### config.mk
export PLATFORM = sky130hd
export DESIGN_NAME = viewport_transform
export DESIGN_NICKNAME = d
export VERILOG_FILES = /design/src/rtl/gfx_pkg.sv /design/src/rtl/fp32_to_q16.sv /design/src/rtl/viewport_transform.sv
export SDC_FILE = /design/constraint.sdc
export NUM_CORES = 1
export LEC_CHECK = 0
export BUFFER_PORTS_ARGS = -buffer_cell sky130_fd_sc_hd__buf_2
export CORE_MARGIN = 8
export CORE_UTILIZATION = 58
export CTS_CLUSTER_SIZE = 28
export DETAILED_ROUTE_END_ITERATION = 7
export PLACE_DENSITY_LB_ADDON = 0.2
export SYNTH_ARGS = -nofsm -noshare
export SYNTH_HDL_FRONTEND = slang
export SYNTH_SLANG_ARGS = --single-unit
### constraint.sdc
create_clock -name clk -period 7.05 [get_ports clk]
set_input_delay 1.0575 -clock clk [delete_from_list [all_inputs] [get_ports clk]]
set_output_delay 1.0575 -clock clk [all_outputs]
set_load 0.02 [all_outputs]
### src/rtl/gfx_pkg.sv
// Shared graphics-pipeline types: fp32 words, Q2.16 fixed point and the
// viewport FSM state encoding.
package gfx_pkg;

    typedef logic [31:0] fp32_t;

    // Signed Q2.16: 1 sign bit, 2 integer bits, 16 fraction bits.
    typedef logic signed [18:0] q16_t;

    localparam int Q16_ONE = 65536;
    localparam int Q16_SAT = 131072;

    typedef enum logic [2:0] {
        VP_IDLE,
        VP_CX,
        VP_CY,
        VP_CZ,
        VP_SCALE,
        VP_DONE
    } vp_state_t;

endpackage

### src/rtl/fp32_to_q16.sv
// Combinational fp32 -> signed Q2.16 converter with out-of-range flag.
// Magnitudes at or above 2.0 (and NaN/Inf) saturate to 2.0; anything
// below 2^-17 (and denormals) flushes to zero.
module fp32_to_q16
    import gfx_pkg::*;
(
    input  fp32_t val,
    output q16_t  q,
    output logic  oor
);

    logic        sign;
    logic [7:0]  expo;
    logic [23:0] sig;
    logic [4:0]  rsh;
    logic [17:0] mag;

    // Decode exponent class, then right-align the significand into Q16.
    always_comb begin
        // NOTE: every signal assigned in an always_comb gets a default first,
        // so no path through the if/case can leave it holding (a latch).
        sign = val[31];
        expo = val[30:23];
        sig  = {1'b1, val[22:0]};
        rsh  = '0;
        mag  = '0;
        oor  = 1'b0;

        if (expo >= 8'd128) begin
            // |v| >= 2, Inf or NaN (exponent 255 lands here too).
            mag = 18'(Q16_SAT);
            oor = 1'b1;
        end else if (expo < 8'd110) begin
            // Below Q16 resolution, including zero and denormals.
            mag = '0;
        end else begin
            // Exponents 110..127 always need a right shift of 7..24.
            rsh = 5'(8'd134 - expo);
            mag = 18'(sig >> rsh);
            if (mag > 18'(Q16_ONE)) begin
                oor = 1'b1;
            end
        end

        q = sign ? -q16_t'({1'b0, mag}) : q16_t'({1'b0, mag});
    end

endmodule

### src/rtl/viewport_transform.sv
// NDC fp32 vertex -> screen-space pixel x/y, fixed-point depth and clip flag.
// One shared fp32_to_q16 converter is time-multiplexed over x, y, z; a
// final SCALE state maps Q2.16 NDC onto the screen and depth range.
module viewport_transform
    import gfx_pkg::*;
#(
    parameter int SCREEN_W   = 640,
    parameter int SCREEN_H   = 480,
    parameter int DEPTH_BITS = 16
) (
    input  logic                        clk,
    input  logic                        reset,
    input  logic                        start,
    input  fp32_t                       x,
    input  fp32_t                       y,
    input  fp32_t                       z,
    output logic [$clog2(SCREEN_W)-1:0] px,
    output logic [$clog2(SCREEN_H)-1:0] py,
    output logic [DEPTH_BITS-1:0]       pz,
    output logic                        clipped,
    output logic                        busy,
    output logic                        done
);

    localparam int PX_W = $clog2(SCREEN_W);
    localparam int PY_W = $clog2(SCREEN_H);
    localparam int XP_W = 18 + PX_W + 1;
    localparam int YP_W = 18 + PY_W + 1;
    localparam int PZ_MAX = (1 << DEPTH_BITS) - 1;

    vp_state_t state_q, state_d;
    fp32_t     x_q, x_d, y_q, y_d, z_q, z_d;
    q16_t      xq_q, xq_d, yq_q, yq_d, zq_q, zq_d;
    logic      clip_q, clip_d;
    logic [PX_W-1:0]       px_q, px_d;
    logic [PY_W-1:0]       py_q, py_d;
    logic [DEPTH_BITS-1:0] pz_q, pz_d;
    logic                  clipped_q, clipped_d;

    fp32_t conv_in;
    q16_t  conv_q;
    logic  conv_oor;

    logic signed [19:0] x_off, y_off, z_off;
    logic [17:0]        x_un, y_un, z_un, z_sh;
    logic [XP_W-1:0]    x_prod, x_pix;
    logic [YP_W-1:0]    y_prod, y_pix;
    logic [PX_W-1:0]    px_next;
    logic [PY_W-1:0]    py_next;
    logic [DEPTH_BITS-1:0] pz_next;

    fp32_to_q16 u_conv (
        .val (conv_in),
        .q   (conv_q),
        .oor (conv_oor)
    );

    // Steer the latched coordinate that the current state converts.
    always_comb begin
        conv_in = x_q;
        case (state_q)
            VP_CY:   conv_in = y_q;
            VP_CZ:   conv_in = z_q;
            default: conv_in = x_q;
        endcase
    end

    // Viewport mapping from the registered Q2.16 coordinates; negative
    // intermediates clamp to zero, results clamp to the top of each range.
    always_comb begin
        x_off = $signed({xq_q[18], xq_q}) + 20'sd65536;
        y_off = 20'sd65536 - $signed({yq_q[18], yq_q});
        z_off = $signed({zq_q[18], zq_q}) + 20'sd65536;

        x_un = (x_off < 0) ? '0 : 18'(x_off);
        y_un = (y_off < 0) ? '0 : 18'(y_off);
        z_un = (z_off < 0) ? '0 : 18'(z_off);

        x_prod = XP_W'(x_un) * XP_W'(SCREEN_W);
        y_prod = YP_W'(y_un) * YP_W'(SCREEN_H);
        x_pix  = x_prod >> 17;
        y_pix  = y_prod >> 17;
        z_sh   = z_un >> (17 - DEPTH_BITS);

        px_next = (x_pix > XP_W'(SCREEN_W - 1)) ? PX_W'(SCREEN_W - 1) : PX_W'(x_pix);
        py_next = (y_pix > YP_W'(SCREEN_H - 1)) ? PY_W'(SCREEN_H - 1) : PY_W'(y_pix);
        pz_next = (z_sh > 18'(PZ_MAX)) ? DEPTH_BITS'(PZ_MAX) : DEPTH_BITS'(z_sh);
    end

    // Next-state and datapath-load logic for the conversion sequence.
    always_comb begin
        state_d   = state_q;
        x_d       = x_q;
        y_d       = y_q;
        z_d       = z_q;
        xq_d      = xq_q;
        yq_d      = yq_q;
        zq_d      = zq_q;
        clip_d    = clip_q;
        px_d      = px_q;
        py_d      = py_q;
        pz_d      = pz_q;
        clipped_d = clipped_q;

        case (state_q)
            VP_IDLE: begin
                if (start) begin
                    x_d     = x;
                    y_d     = y;
                    z_d     = z;
                    clip_d  = 1'b0;
                    state_d = VP_CX;
                end
            end
            VP_CX: begin
                xq_d    = conv_q;
                clip_d  = clip_q | conv_oor;
                state_d = VP_CY;
            end
            VP_CY: begin
                yq_d    = conv_q;
                clip_d  = clip_q | conv_oor;
                state_d = VP_CZ;
            end
            VP_CZ: begin
                zq_d    = conv_q;
                clip_d  = clip_q | conv_oor;
                state_d = VP_SCALE;
            end
            VP_SCALE: begin
                px_d      = px_next;
                py_d      = py_next;
                pz_d      = pz_next;
                clipped_d = clip_q;
                state_d   = VP_DONE;
            end
            VP_DONE: begin
                state_d = VP_IDLE;
            end
            default: begin
                state_d = VP_IDLE;
            end
        endcase
    end

    // State and datapath registers with synchronous reset.
    always_ff @(posedge clk) begin
        // NOTE: sequential state uses non-blocking (<=) so every flop samples
        // the pre-edge values, independent of statement order.
        if (reset) begin
            state_q   <= VP_IDLE;
            x_q       <= '0;
            y_q       <= '0;
            z_q       <= '0;
            xq_q      <= '0;
            yq_q      <= '0;
            zq_q      <= '0;
            clip_q    <= 1'b0;
            px_q      <= '0;
            py_q      <= '0;
            pz_q      <= '0;
            clipped_q <= 1'b0;
        end else begin
            state_q   <= state_d;
            x_q       <= x_d;
            y_q       <= y_d;
            z_q       <= z_d;
            xq_q      <= xq_d;
            yq_q      <= yq_d;
            zq_q      <= zq_d;
            clip_q    <= clip_d;
            px_q      <= px_d;
            py_q      <= py_d;
            pz_q      <= pz_d;
            clipped_q <= clipped_d;
        end
    end

    assign px      = px_q;
    assign py      = py_q;
    assign pz      = pz_q;
    assign clipped = clipped_q;
    assign busy    = (state_q != VP_IDLE);
    assign done    = (state_q == VP_DONE);

endmodule

==> flow_summary_export.csv, run 1 <==
group,metric,value,unit
worst_setup_path,start_kind,"flop",
worst_setup_path,r2r_start,"yq_q[0]$_SDFFE_PP0P_",
sta,maxSlewViolCount,0,
final_layout,area_delta_synth_final,10.4,%
final_layout,antennaDiodeCount,0,
synth,synth.top_cell.area_share,30.9,%
final_layout,final_util,65.3,%
synth,syn_inst,1505,
clocking,post_cts_resized,0,
power_and_ir_drop,leakagePower,0.00570,uW
placement,dp_hpwl,21900,microns
power_and_ir_drop,p_total,5540,uW
synth,yosys_register_bits,192,
detailed_routing,wire_per_inst,16.0,microns
detailed_routing,drt-pass1-iter-count,5,
power_and_ir_drop,clockPowerShare,18.0,%
worst_setup_path,r2r_cells,25,
run_status,status,"finished, final reports clean",
synth,yosys.area.top_type,"dfxtp_1",
final_layout,final_cells,1864,
synth,yosysMostFrequentCell,"nand2_1",
floorplan,die_height,162,microns
worst_setup_path,crit_type,"reg -> reg",
global_routing,overflow,0,
detailed_routing,ant_nets,0,
floorplan,io_pins,137,
detailed_routing,wl_met2,15200,microns
worst_setup_path,reg2reg_to,"py[4]$_SDFFE_PP0P_",
power_and_ir_drop,sw_frac_of_total,43.4,%
final_layout,layout-drive-gt1-share,18.2,%
run,cap_violations,0,
global_routing,grt_usage,22.4,%
final_layout,nets,1757,
clocking,cts_root_buf,"clkbuf_16",
floorplan,die_w,162,microns
worst_setup_path,critPathMaxStageDelay,0.49,ns
global_routing,antenna_found_initial,0,
worst_setup_path,required,7.32,ns
sta,grt_setup_unrepaired,"no",
worst_setup_path,reg2reg_setup_slack,0.66,ns
floorplan,rows,53,
final_layout,num-fill-cells,1833,
clocking,cts_tree,"done",
sta,worst-slew-pin-transition,1.22,ns
clocking,cts.sinks,192,
sta,fin_crit_sh,90.7,%
power_and_ir_drop,combPwrFrac,59.8,%
detailed_routing,wl_met3,1160,microns
detailed_routing,vias,10700,
detailed_routing,avgViaCountPerCell,5.74,
detailed_routing,wl_met1,12800,microns
power_and_ir_drop,power_density,404,nW/um^2
detailed_routing,wirelength,29800,microns
sta,slew_headroom,18.6,%
global_routing,grt_pass1_wl,49400,microns
synth,synth_nets,1686,
power_and_ir_drop,vdd_ir_drop_max,0.000407,V
sta,max_freq,0.156,GHz
placement,dp_cells,1832,
worst_setup_path,crit_path_end,"py[4]$_SDFFE_PP0P_",
clocking,postCtsSetupRepairBufs,0,
worst_setup_path,crit_slowest_cell,"fa_1",
worst_setup_path,critPathCaptureType,"flop",
sta,fin_tns_setup,0,ns
floorplan,start_util,59.1,%
detailed_routing,drc_errors,0,
detailed_routing,routed.top_layer,"met4",
synth,synthFlopType,"dfxtp_1",
clocking,path_clk_slew,0.07,ns
synth,synth_cell_type_count,86,
clocking,insertion_delay,0.43,ns
synth,async_reset_ff_share,0,%
power_and_ir_drop,p_int,3130,uW
worst_setup_path,arrival,6.66,ns
global_routing,grt_max_degree,107,
clocking,hold_buffers,0,
synth,synth.avg_cell_area,8.25,sq um
synth,synthesis.area,12400,sq um
power_and_ir_drop,power.switching,2400,uW
synth,yosys_warnings,0,
sta,skew,0.00974,ns
synth,synth_area_leaders,"dfxtp_1 31%, nand2_1 7.6%, a21oi_1 6.7%, ha_1 6.2%, nor2_1 4.3%",
synth,yosysSeqAreaShare,30.9,%
detailed_routing,drtIter0Drc,831,
sta,finalSetupViolCount,0,
placement,globalplace.congestion,0.942,
floorplan,core_area,21000,sq um
worst_setup_path,worst-path-max-fanout,8,
worst_setup_path,cpMostUsedCell,"a21o_1",
floorplan,die_area,26400,sq um
clocking,cts-buffers-inserted,17,
clocking,clockBufferDepth,2,
clocking,h-tree-depth,4,
sta,timing_hold_violations_final,0,
placement,port_buffers,136,
worst_setup_path,worstSetupStartpoint,"yq_q[0]$_SDFFE_PP0P_",
power_and_ir_drop,p_seq_share,22.1,%
synth,synth_edf_count,0,
sta,holdWs,0.450,ns
global_routing,grt_pass1_vias,10200,
sta,finalCriticalPeriod,6.39,ns
synth,synthTopCellsByCount,"253 x nand2_1, 192 x dfxtp_1, 167 x a21oi_1, 143 x nor2_1, 73 x clkbuf_1",
min_path,min_path_type,"reg -> reg",
[layer usage]
metal | track usage (%) | vias up
li1 | - | 5388
met1 | 27.5 | 5051
met2 | 40.1 | 230
met3 | 3.26 | 39
met4 | 6.14 | 0
met5 | 0 | -
[cell families (layout without fill, tap and decap cells)]
logic type	after synthesis	after routing	share of synthesized area (%)
muxes	114	114	12.0
buffers and inverters	156	240	5.62
xor gates and xnor gates	65	65	4.64
and+or+nand+nor	563	563	20.2
DFF	192	192	30.9
adders and majority gates	84	84	9.63
AOI/OAI and AO/OA	331	331	16.9
[stage by stage]
step	area, sq um	setup WS (ns)
2_1_floorplan	12400	0.785
3_3_place_gp	13100	0.391
3_5_place_dp	13100	0.158
4_1_cts	13700	0.136
5_1_grt	13700	0.0934
6_report	13700	0.656
[area by class of cell]
class | instances | area (sq um) | share of cell area (%)
Clock buffer | 18 | 439 | 3.20
Clock inverter | 14 | 166 | 1.21
Timing Repair Buffer | 149 | 785 | 5.72
Sequential cell | 192 | 3840 | 28.0
Inverter | 59 | 229 | 1.67
Multi-Input combinational cell | 1157 | 7910 | 57.7
Tap cell | 275 | 344 | 2.51
[worst min path at each step]
stage,startpoint,end,slack (ns),cells after the start
after floorplan,x_q[2]$_SDFFE_PP0P_,x_q[2]$_SDFFE_PP0P_,0.43,2
after global placement,py[5]$_SDFFE_PP0P_,py[5]$_SDFFE_PP0P_,0.44,2
after detailed placement,py[8]$_SDFFE_PP0P_,py[8]$_SDFFE_PP0P_,0.44,1
after CTS,y_q[9]$_SDFFE_PP0P_,y_q[9]$_SDFFE_PP0P_,0.45,2
after global routing,py[8]$_SDFFE_PP0P_,py[8]$_SDFFE_PP0P_,0.46,1
final,py[5]$_SDFFE_PP0P_,py[5]$_SDFFE_PP0P_,0.45,2
[worst max-delay path, delay by kind of cell, from the launching register on]
kind,cells,cell delay (ns)
AOI/OAI and AO/OA,12,2.35
adders and majority gates,3,1.00
buffers and inverters,2,0.23
DFF,1,0.36
muxes,2,0.48
and+or+nand+nor,6,1.83
[sequential cells by signal, summed over array words and instances (netlist names)]
name and count:
yq_q 19, py 9, xq_q 19, clipped 1
y_q 32, pz 16, clip_q 1, state_q 3
z_q 32, zq_q 18, px 10, x_q 32
[power by group through the flow]
stage          Combinational, uW  Sequential (uW)  Clock [uW]
2_1_floorplan               2730             1230           0
3_3_place_gp                3200             1240           0
3_5_place_dp                3300             1250           0
4_1_cts                     3330             1220        1010
5_1_grt                     3840             1240        1060
6_report                    3310             1220         999
[placed cells by master (no fill, tap or decap), drive strengths merged, types with 4 or more instances in the layout]
master / Yosys / routed
nor4: 5 / 5
or2: 4 / 4
o31ai: 5 / 5
inv: 58 / 66
dfxtp: 192 / 192
nor2: 144 / 144
clkbuf: 73 / 18
a311oi: 5 / 5
a211o: 4 / 4
ha: 62 / 62
mux4: 20 / 20
nor3b: 7 / 7
o221ai: 5 / 5
and2: 7 / 7
mux2i: 39 / 39
buf: 24 / 149
nand3b: 8 / 8
a31oi: 14 / 14
a21oi: 170 / 170
o21bai: 8 / 8
a211oi: 48 / 48
xnor2: 38 / 38
o21ai: 24 / 24
mux2: 55 / 55
nand2b: 11 / 11
o21a: 6 / 6
or3: 12 / 12
nor2b: 21 / 21
a21o: 12 / 12
nand3: 28 / 28
nand2: 254 / 254
fa: 20 / 20
nand4: 9 / 9
xor2: 27 / 27
nor3: 41 / 41
Power figures use the tool's default switching activity.
==> run 2, diff against run 1 <==
Settings changed: CORE_UTILIZATION 58 to 54.
Clock period 7.05 ns to 5.2 ns, I/O delays scaled along.
==> flow_summary_export.csv, run 2 (synthesis results as in run 1) <==
group,metric,value,unit
min_path,holdPathStages,2,
min_path,hold_start,"y_q[21]$_SDFFE_PP0P_",
clocking,insertion_delay,0.43,ns
run_status,status,"finished, final reports clean",
final_layout,area_delta_synth_final,15.2,%
min_path,min_path_type,"reg -> reg",
sta,finalSetupViolCount,0,
placement,dp_hpwl,23400,microns
detailed_routing,drt-pass1-iter-count,5,
global_routing,grt_pass1_vias,10600,
worst_setup_path,crit_type,"reg -> reg",
power_and_ir_drop,leakagePower,0.00599,uW
placement,port_buffers,136,
sta,grt_setup_unrepaired,"yes",
floorplan,rows,55,
sta,fin_tns_setup,0,ns
detailed_routing,vias,10900,
global_routing,grt_max_degree,139,
clocking,cts_root_buf,"clkbuf_16",
final_layout,num-fill-cells,1995,
sta,finalCriticalPeriod,5.16,ns
global_routing,overflow,0,
power_and_ir_drop,vdd_ir_drop_max,0.000718,V
detailed_routing,wire_per_inst,16.2,microns
sta,skew,0.0105,ns
final_layout,layout_common_cells,"249 x nand2_1, 190 x dfxtp_1, 164 x a21oi_1",
sta,finalWorstSetupSlack,0.0395,ns
global_routing,grt_pass1_wl,52200,microns
worst_setup_path,arrival,5.43,ns
clocking,hold_buffers,0,
worst_setup_path,required,5.47,ns
worst_setup_path,start_kind,"flop",
floorplan,die_w,168,microns
sta,maxSlewViolCount,0,
worst_setup_path,critPathMaxStageDelay,0.51,ns
clocking,clockBufferDepth,2,
worst_setup_path,reg2reg_to,"py[3]$_SDFFE_PP0P_",
global_routing,antenna_found_initial,1,
worst_setup_path,r2r_cells,23,
sta,slew_headroom,26.1,%
detailed_routing,wirelength,31300,microns
worst_setup_path,critPathCaptureType,"flop",
worst_setup_path,reg2reg_setup_slack,0.04,ns
worst_setup_path,r2r_start,"yq_q[0]$_SDFFE_PP0P_",
run,cap_violations,0,
placement,globalplace.congestion,0.982,
sta,worst-slew-pin-transition,1.10,ns
worst_setup_path,cpMostUsedCell,"buf_4",
floorplan,die_area,28100,sq um
clocking,cts_tree,"done",
clocking,path_clk_slew,0.07,ns
floorplan,io_pins,137,
sta,timing_hold_violations_final,0,
final_layout,reg.largest.list,"x_q: 32 flops, y_q: 32 flops, z_q: 32 flops",
clocking,cts-buffers-inserted,17,
worst_setup_path,cp_cell_sequence,"or3_4 -> or3_4 -> nor4_4 -> nand2_1 -> buf_4 -> buf_4 -> buf_4 -> buf_4 -> buf_4 -> xor2_2 -> nand2_2 -> fa_1 -> fa_1 -> inv_1 -> ha_1 -> or2_2 -> a21oi_2 -> inv_1 -> a31oi_4 -> a21oi_2 -> mux2i_1 -> a21boi_4 -> a211oi_1",
worst_setup_path,worst-path-max-fanout,5,
detailed_routing,ant_nets,0,
final_layout,final_common_cell,"nand2_1",
floorplan,core_area,22600,sq um
worst_setup_path,worstSetupStartpoint,"yq_q[0]$_SDFFE_PP0P_",
detailed_routing,drtIter0Drc,805,
sta,fin_crit_sh,99.2,%
final_layout,layout-drive-gt1-share,22.7,%
clocking,h-tree-depth,4,
worst_setup_path,crit_slowest_cell,"fa_1",
floorplan,die_height,168,microns
min_path,holdPathEnd,"y_q[21]$_SDFFE_PP0P_",
placement,dp_worst_setup_slack,-0.103,ns
clocking,cts.sinks,192,
global_routing,grt_usage,22.1,%
sta,max_freq,0.194,GHz
detailed_routing,avgViaCountPerCell,5.67,
final_layout,nets,1811,
detailed_routing,drc_errors,0,
floorplan,start_util,54.9,%
power_and_ir_drop,power_density,598,nW/um^2
==> run 2: cell types whose count changed in the layout (fill, tap and decap cells not counted), sizes merged <==
cell,change
buf,+54
clkinv,+2
inv,-2
bufinv,-1
clkinvlp,+1
diode,+1
==> run 2: layout make-up <==
type	count	area [sq um]	area share, %
antenna	1	2.50	0.0175
clock buffer	18	439	3.07
clock inverter	14	148	1.03
inverter	59	231	1.62
multi-input combinational	1157	8060	56.4
sequential	192	3850	26.9
tap	285	357	2.49
timing repair buffer	203	1220	8.52
==> run 2: critical path: cells and delay by family (launching register included) <==
kind,cells,cell delay (ns)
buffers and inverters,7,0.77
adder cells (fa/ha/maj),3,1.34
AO/OA/AOI/OAI,5,0.79
multiplexers,1,0.21
flip-flops,1,0.32
AND/OR/NAND/NOR,6,1.43
XOR/XNOR,1,0.13
==> run 2: worst max path at each step <==
stage,end,slack [ns],cells after the start
final,py[3]$_SDFFE_PP0P_,0.04,23
after global routing,py[0]$_SDFFE_PP0P_,-0.27,25
after CTS,py[3]$_SDFFE_PP0P_,0.0005,25
after detailed placement,py[3]$_SDFFE_PP0P_,-0.10,24
after global placement,py[1]$_SDFFE_PP0P_,0.09,24
after floorplan,py[0]$_SDFFE_PP0P_,-0.12,27
==> run 2: per-stage QoR <==
step	hold slack, ns	cell area [sq um]	cells	util (%)	total power, uW
3_3_place_gp	0.439	13500	1884	59.7	6530
2_1_floorplan	0.432	12500	1505	-	5620
4_1_cts	0.454	14200	1926	62.8	8140
6_report	0.450	14300	1929	63.2	8550
5_1_grt	0.471	14300	1929	63.2	9290
3_5_place_dp	0.444	13500	1884	59.7	6730
==> run 2: routing by layer <==
metal  wire length, microns  share of wire (%)  GRT usage (%)
met5                      0                  0              0
met4                    641                2.0           6.60
met3                   1220                3.9           3.22
met2                  15400                 49           38.3
met1                  14000                 45           28.1
==> run 2: repair_timing <==
| action | 4_1_cts | 5_1_grt |
|---|---|---|
| buffers inserted | 10 | 2 |
| resized for setup | 3 | 18 |
| pin swaps | 6 | 3 |
| endpoints found under the setup margin | 6 | 9 |
==> run 2: power by group <==
group	switching (uW)	internal (uW)	leakage (uW)
clock	624	690	0.000277
sequential	68.7	1580	0.00157
combinational	3130	2460	0.00415
total	3820	4730	0.00599
